`config.mk`:
```
export PLATFORM = sky130hd
export DESIGN_NAME = psi_chunk_sched
export DESIGN_NICKNAME = d
export VERILOG_FILES = /design/src/rtl/psi_chunk_sched.sv
export SDC_FILE = /design/constraint.sdc
export NUM_CORES = 1
export LEC_CHECK = 0
export CAP_MARGIN = 25
export CORE_UTILIZATION = 53
export CTS_CLUSTER_DIAMETER = 100
export DETAILED_ROUTE_END_ITERATION = 16
export PLACE_DENSITY = 0.86
export SETUP_SLACK_MARGIN = 0.2
export SYNTH_ARGS = -nofsm -noshare
export SYNTH_HDL_FRONTEND = slang
export SYNTH_SLANG_ARGS = --single-unit
```
`constraint.sdc`:
```
create_clock -name clk -period 8.3 [get_ports clk]
set_input_delay 1.245 -clock clk [delete_from_list [all_inputs] [get_ports clk]]
set_output_delay 1.245 -clock clk [all_outputs]
set_load 0.02 [all_outputs]
```
`src/rtl/psi_chunk_sched.sv`:
```
`default_nettype none
// ============================================================================
// Module   : psi_chunk_sched
// Brief    : Chunk-major scheduler for a private-set-intersection front-end.
//            ANDs N party words per C-bit chunk, emits each intersected
//            chunk and keeps a running intersection cardinality.
// Revision : 1.0 - initial release
// ============================================================================
module psi_chunk_sched #(
  parameter int W = 1024,
  parameter int C = 64,
  parameter int N = 4,
  localparam int NC = W / C,
  localparam int PW = (N > 1) ? $clog2(N) : 1,
  localparam int IW = (NC > 1) ? $clog2(NC) : 1,
  localparam int CW = $clog2(W + 1)
) (
  input  logic          clk,
  input  logic          rst,
  input  logic          start,
  output logic          busy,
  input  logic          in_valid,
  output logic          in_ready,
  input  logic [PW-1:0] in_party,
  input  logic [C-1:0]  in_data,
  output logic          out_valid,
  input  logic          out_ready,
  output logic [C-1:0]  out_data,
  output logic [IW-1:0] out_idx,
  output logic          out_last,
  output logic [CW-1:0] card,
  output logic          done,
  output logic          err
);

  typedef enum logic [1:0] {IDLE = 2'd0, ACC = 2'd1, EMIT = 2'd2, DONE = 2'd3} state_t;

  state_t        state, state_nx;
  logic [PW-1:0] party;
  logic [IW-1:0] chunk;
  logic [C-1:0]  acc;
  logic [C-1:0]  out_q;
  logic [CW-1:0] card_q;
  logic          err_q;
  logic [CW-1:0] pop;

  logic match, last_party, last_chunk;

  assign match      = (in_party == party);
  assign last_party = (party == PW'(N - 1));
  assign last_chunk = (chunk == IW'(NC - 1));

  // State register; reset abandons any run in progress.
  always_ff @(posedge clk or posedge rst) begin
    if (rst) state <= IDLE;
    else     state <= state_nx;
  end

  // Next-state decode; stalls hold the current state.
  always_comb begin
    state_nx = state;
    case (state)
      IDLE:    if (start) state_nx = ACC;
      ACC:     if (in_valid && match && last_party) state_nx = EMIT;
      EMIT:    if (out_ready) state_nx = last_chunk ? DONE : ACC;
      DONE:    state_nx = IDLE;
      default: state_nx = IDLE;
    endcase
  end

  // Popcount of the chunk currently offered to the sink.
  always_comb begin
    pop = '0;
    for (int i = 0; i < C; i++) pop = pop + CW'(out_q[i]);
  end

  // Datapath: party/chunk counters, accumulator, result and statistics.
  always_ff @(posedge clk or posedge rst) begin
    if (rst) begin
      party  <= '0;
      chunk  <= '0;
      acc    <= '1;
      out_q  <= '0;
      card_q <= '0;
      err_q  <= 1'b0;
    end else begin
      case (state)
        IDLE: begin
          if (start) begin
            party  <= '0;
            chunk  <= '0;
            acc    <= '1;
            card_q <= '0;
            err_q  <= 1'b0;
          end
        end
        ACC: begin
          if (in_valid) begin
            if (match) begin
              acc <= acc & in_data;
              if (last_party) begin
                out_q <= acc & in_data;
                party <= '0;
              end else begin
                party <= party + PW'(1);
              end
            end else begin
              // Out-of-order word: dropped, flagged, accumulation untouched.
              err_q <= 1'b1;
            end
          end
        end
        EMIT: begin
          if (out_ready) begin
            card_q <= card_q + pop;
            if (!last_chunk) begin
              chunk <= chunk + IW'(1);
              acc   <= '1;
            end
          end
        end
        default: ;
      endcase
    end
  end

  // Handshake and status outputs come straight from the registered state.
  assign busy      = (state == ACC) || (state == EMIT);
  assign in_ready  = (state == ACC);
  assign out_valid = (state == EMIT);
  assign out_data  = out_q;
  assign out_idx   = chunk;
  assign out_last  = out_valid && last_chunk;
  assign card      = card_q;
  assign done      = (state == DONE);
  assign err       = err_q;

endmodule
`default_nettype wire

```
# After elaboration in Yosys (flattened, before gate mapping)
# Cells that the tools add are included.
[word_totals]
reg_bits = 148
in_bits = 71
out_inout_bits = 85
wordCells = 129
[op_classes]
n_addsub = 66
eq_ne = 13
n_mux = 27
bitwise_logic = 1
n_reduce_logical = 15
[ops]
columns = ["operator", "n"]
rows = [
  ["11-bit by 1-bit adder with 11-bit output", 53],
  ["64-bit 2-to-1 mux", 5],
  ["64-bit one-hot mux with 3 select lines", 1],
  ["64-bit AND", 1],
  ["11-bit 2-to-1 mux", 2],
  ["11-bit one-hot mux with 2 select lines", 1],
  ["2-bit 2-to-1 mux", 8],
  ["4-bit AND reduction", 4],
  ["4-bit 2-to-1 mux", 3],
  ["10-bit by 1-bit adder with 11-bit output", 1],
  ["11-bit adder", 1],
  ["9-bit by 1-bit adder with 10-bit output", 1],
  ["8-bit by 1-bit adder with 9-bit output", 1],
  ["7-bit by 1-bit adder with 8-bit output", 1],
  ["2-bit != test, second input constant", 4],
  ["2-bit one-hot mux with 4 select lines", 1],
  ["4-bit one-hot mux with 2 select lines", 1],
  ["6-bit by 1-bit adder with 7-bit output", 1],
  ["5-bit by 1-bit adder with 6-bit output", 1],
  ["2-bit equality test, second input constant", 3],
  ["2-bit by 1-bit != test with 1-bit output, second input constant", 3],
  ["3-bit AND reduction", 2],
  ["6-bit AND reduction", 1],
  ["4-bit by 1-bit adder with 5-bit output", 1],
  ["16 further kinds", 21],
]

# Longest topological paths before layout
[logic_depth]
ltp_word = 66
depth_mapped = 20

# Worst setup path after synthesis
# OpenSTA, ideal clock, no wires.
[synth_path]
kind = "reg-to-reg"
startpoint = "register out_q[35], in the netlist out_data[35]"
endpoint = "register card_q[6], in the netlist card[6]"
setup_time_ns = 0.122
arrival_ns = 6.074
required_ns = 8.178
setup_slack_ns = 2.104
stages_incl_launch_ff = 21
n_path_buf = 0
cell_sequence = "dfrtp_1 > inv_1 > fa_1 > inv_1 > fa_1 > fa_1 > inv_1 > fa_1 > inv_1 > fa_1 > fa_1 > fa_1 > inv_1 > fa_1 > inv_1 > ha_1 > nor2b_1 > o31a_1 > o21a_1 > or3_1 > a32o_1"
[synth_between]
elab_chain_len = 32
[synth_lines]
columns = ["element", "line", "rtl"]
rows = [
  ["start, declared", "42", "logic [C-1:0] out_q;"],
  ["start signal, assigned", "102", "out_q <= acc & in_data;"],
  ["11-bit by 1-bit adder with 11-bit output (29 in a row)", "74", "for (int i = 0; i < C; i++) pop = pop + CW'(out_q[i]);"],
  ["11-bit adder", "115", "card_q <= card_q + pop;"],
  ["11-bit 2-to-1 mux", "114", "if (out_ready) begin"],
  ["11-bit one-hot mux with 2 select lines", "87", "case (state)"],
  ["end signal, assigned", "115", ""],
  ["end, declared", "43", "logic [CW-1:0] card_q;"],
]
# No other way between the ends. The select of a mux whose other input is x is not followed.
# A chain may end at the register's enable or synchronous reset.

# Worst setup path after layout
[layout_path]
startpoint = "register out_q[17], in the netlist out_data[17]"
endpoint = "register card_q[10], in the netlist card[10]"
[layout_between]
elab_chain_len = 50
[layout_lines]
columns = ["element", "line"]
rows = [
  ["11-bit by 1-bit adder with 11-bit output (47 in a row)", "74"],
  ["11-bit adder", "115"],
  ["11-bit 2-to-1 mux", "114"],
  ["11-bit one-hot mux with 2 select lines", "87"],
]
# No other way between the ends. The select of a mux whose other input is x is not followed.

==> results.json <==
{
  "cts_buffer_depth": 2,
  "cts.reportedPaths.clkPinSlew_ns": 0.07,
  "yosys.area.top_type": "dfrtp_1",
  "postLayoutCellArea_mm2": 0.0105,
  "num_antenna_cells": 0,
  "crit_type": "reg2reg",
  "final_common_cell": "nand2_1",
  "cellLeakagePower_nw": 4.74,
  "ys_warn_count": 0,
  "dr.pass1.iters": 8,
  "vias_per_cell": 5.25,
  "drc": 0,
  "cts_resized": 0,
  "fin_cells": 1157,
  "hold_slack_ns": 0.455,
  "syn2layout_area_growth_pct": 28.5,
  "wl_mm": 18.4,
  "peakVddDrop_uv": 270,
  "core_area_mm2": 0.0151,
  "max_freq_ghz": 0.152,
  "post_route_cells_drive_above_1_share": 0.181,
  "ant_nets": 0,
  "multiInputGateArea_mm2": 0.00383,
  "die_w_um": 126,
  "combPwrFrac": 0.356,
  "clk_latency_ns": 0.43,
  "synth_seq_cells": 148,
  "fillCellCount": 1116,
  "powerDensity_mw_per_mm2": 278,
  "synth.area.top_cells": "dfrtp_1 26%, dfstp_2 21%, fa_1 14%",
  "setup_viol": 0,
  "fin_crit_sh": 0.791,
  "hold_buffers": 0,
  "hold_viol": 0,
  "p_switching_mw": 1.05,
  "setup_slack_ns": 1.74,
  "swShare": 0.360,
  "finClkSkew_ns": 0.0118,
  "layout_common_cells": "211 x nand2_1, 155 x clkdlybuf4s50_1, 100 x inv_1",
  "hp-class": "reg2reg",
  "grt_antenna_before_repair": 0,
  "arrival_ns": 6.94,
  "layout.nets": 1116,
  "grt_pass1_vias": 6039,
  "yosysTopAreaCellShare": 0.257,
  "die_area_mm2": 0.0159,
  "numCtsBuffers": 17,
  "synth-edff-count": 0,
  "postSynthAreaPerCell_um2": 10.2,
  "critPathLaunchType": "flop",
  "p_int_mw": 1.87,
  "cp-end-kind": "flop",
  "slew_headroom": 0.520,
  "p_clk_frac": 0.271,
  "initial_core_util": 0.540,
  "postSynthCellCount": 804,
  "pre_cts_ws_ns": 1.91,
  "utilization": 0.694,
  "wl_per_cell_um": 15.9,
  "power_frac_seq": 0.374,
  "worstMarginPinSlew_ns": 0.720,
  "grt_usage": 0.249,
  "finalPower_mw": 2.92,
  "synth_cell_types": 49,
  "root_buffer": "clkbuf_16",
  "portBuffers": 155,
  "hpwlAfterDp_mm": 12.7,
  "tritoncts": "done",
  "drt_iter0_markers": 300,
  "dieHeight_um": 126,
  "vias": 6075,
  "dp.cells": 1122,
  "maxCapViolations": 0,
  "register_area_mm2": 0.00378,
  "rsz0062_at_grt": "no",
  "overflow": 0,
  "grt_pass1_wl_mm": 30.3,
  "cts_setup_buffers": 0,
  "crit_required_ns": 8.67,
  "htreeDepth": 4,
  "ys.flop_type": "dfrtp_1",
  "placed_cell_area_mm2": 0.00982,
  "syn_nets": 964,
  "cts_sinks": 148,
  "setup_tns_ns": 0,
  "num_rows": 45,
  "yosysSeqAreaShare": 0.463,
  "critPathMaxFanout": 4,
  "grt_max_degree": 129,
  "slew_violations": 0,
  "status": "complete, no violations",
  "synth_area_mm2": 0.00818,
  "place_congestion": 0.814,
  "fin_crit_ns": 6.56,
  "io_pins": 156,
  "synthArstFlopShare": 1.00
}
[state kept, by name, summed over array words and instances (netlist names)]
| register | count |
|---|---|
| acc | 64 |
| out_data | 64 |
| card | 11 |
| out_idx | 4 |
| party | 2 |
| state | 2 |
| err | 1 |
[path summary, 6_finish.rpt]
path / slack [ns] / to / start / cells after the start
setup / recovery: 1.74 / card[10]$_DFFE_PP0P_ / out_data[17]$_DFFE_PP0P_ / 18
hold / removal: 0.45 / acc[34]$_DFFE_PP1P_ / acc[34]$_DFFE_PP1P_ / 2
setup reg to reg: 1.74 / card[10]$_DFFE_PP0P_ / out_data[17]$_DFFE_PP0P_ / 18
hold reg to reg: 0.45 / acc[34]$_DFFE_PP1P_ / acc[34]$_DFFE_PP1P_ / 2
max in group asynchronous: 5.97 / acc[14]$_DFFE_PP1P_ / rst / 4
min in group asynchronous: 1.27 / out_data[63]$_DFFE_PP0P_ / rst / 2
[routing by layer]
| layer | GRT usage | vias up | part of all wire |
|---|---|---|---|
| li1 | - | 2898 | - |
| met1 | 0.325 | 2979 | 0.43 |
| met2 | 0.404 | 164 | 0.49 |
| met3 | 0.0633 | 34 | 0.051 |
| met4 | 0.0886 | 0 | 0.021 |
| met5 | 0 | - | 0 |
[power groups by stage]
stage	sequential, mW	clock (mW)	combinational [mW]
floorplan	1.11	0	0.755
global placement	1.09	0	0.979
detailed placement	1.10	0	1.01
CTS	1.09	0.800	1.02
global route	1.11	0.833	1.16
finish	1.09	0.790	1.04
[layout make-up]
class	count	area share
Tap cell	188	0.0224
Clock buffer	19	0.0431
Sequential cell	148	0.360
Inverter	101	0.0365
Multi-Input combinational cell	526	0.365
Clock inverter	13	0.0149
Timing Repair Buffer	162	0.158
[cells by family (layout without fill, tap and decap cells)]
group / after synthesis / after routing / share of synthesized area
XOR/XNOR: 5 / 5 / 0.00719
AO/OA/AOI/OAI: 183 / 183 / 0.151
AND/OR/NAND/NOR: 248 / 248 / 0.122
adder cells (fa/ha/maj): 89 / 89 / 0.188
flip-flops: 148 / 148 / 0.463
multiplexers: 1 / 1 / 0.00122
buffers and inverters: 130 / 295 / 0.0691
[synth_stat cells (3+ instances only)]
| master | n |
|---|---|
| nor2_1 | 14 |
| nand2b_1 | 3 |
| o21ai_2 | 61 |
| dfstp_2 | 64 |
| fa_1 | 56 |
| o21ai_0 | 71 |
| nand2_1 | 211 |
| buf_6 | 6 |
| ha_1 | 33 |
| buf_2 | 5 |
| o21a_1 | 3 |
| a21oi_1 | 11 |
| buf_4 | 7 |
| clkbuf_1 | 10 |
| a211oi_1 | 3 |
| xor2_1 | 3 |
| o21ai_1 | 14 |
| a31oi_1 | 3 |
| dfrtp_1 | 84 |
| inv_1 | 101 |
| nand3_1 | 3 |
[worst max-delay path: stages, from the launching register on]
cell,delay (ns)
dfrtp_1,0.42
fa_1,0.57
inv_1,0.07
fa_1,0.51
inv_1,0.05
fa_1,0.49
inv_1,0.05
fa_1,0.46
fa_1,0.55
fa_1,0.45
fa_1,0.51
fa_1,0.43
fa_1,0.41
fa_1,0.41
nor2b_1,0.16
o31a_1,0.22
o31ai_1,0.13
a2111oi_0,0.49
a211o_1,0.15
Power figures use the tool's default switching activity.
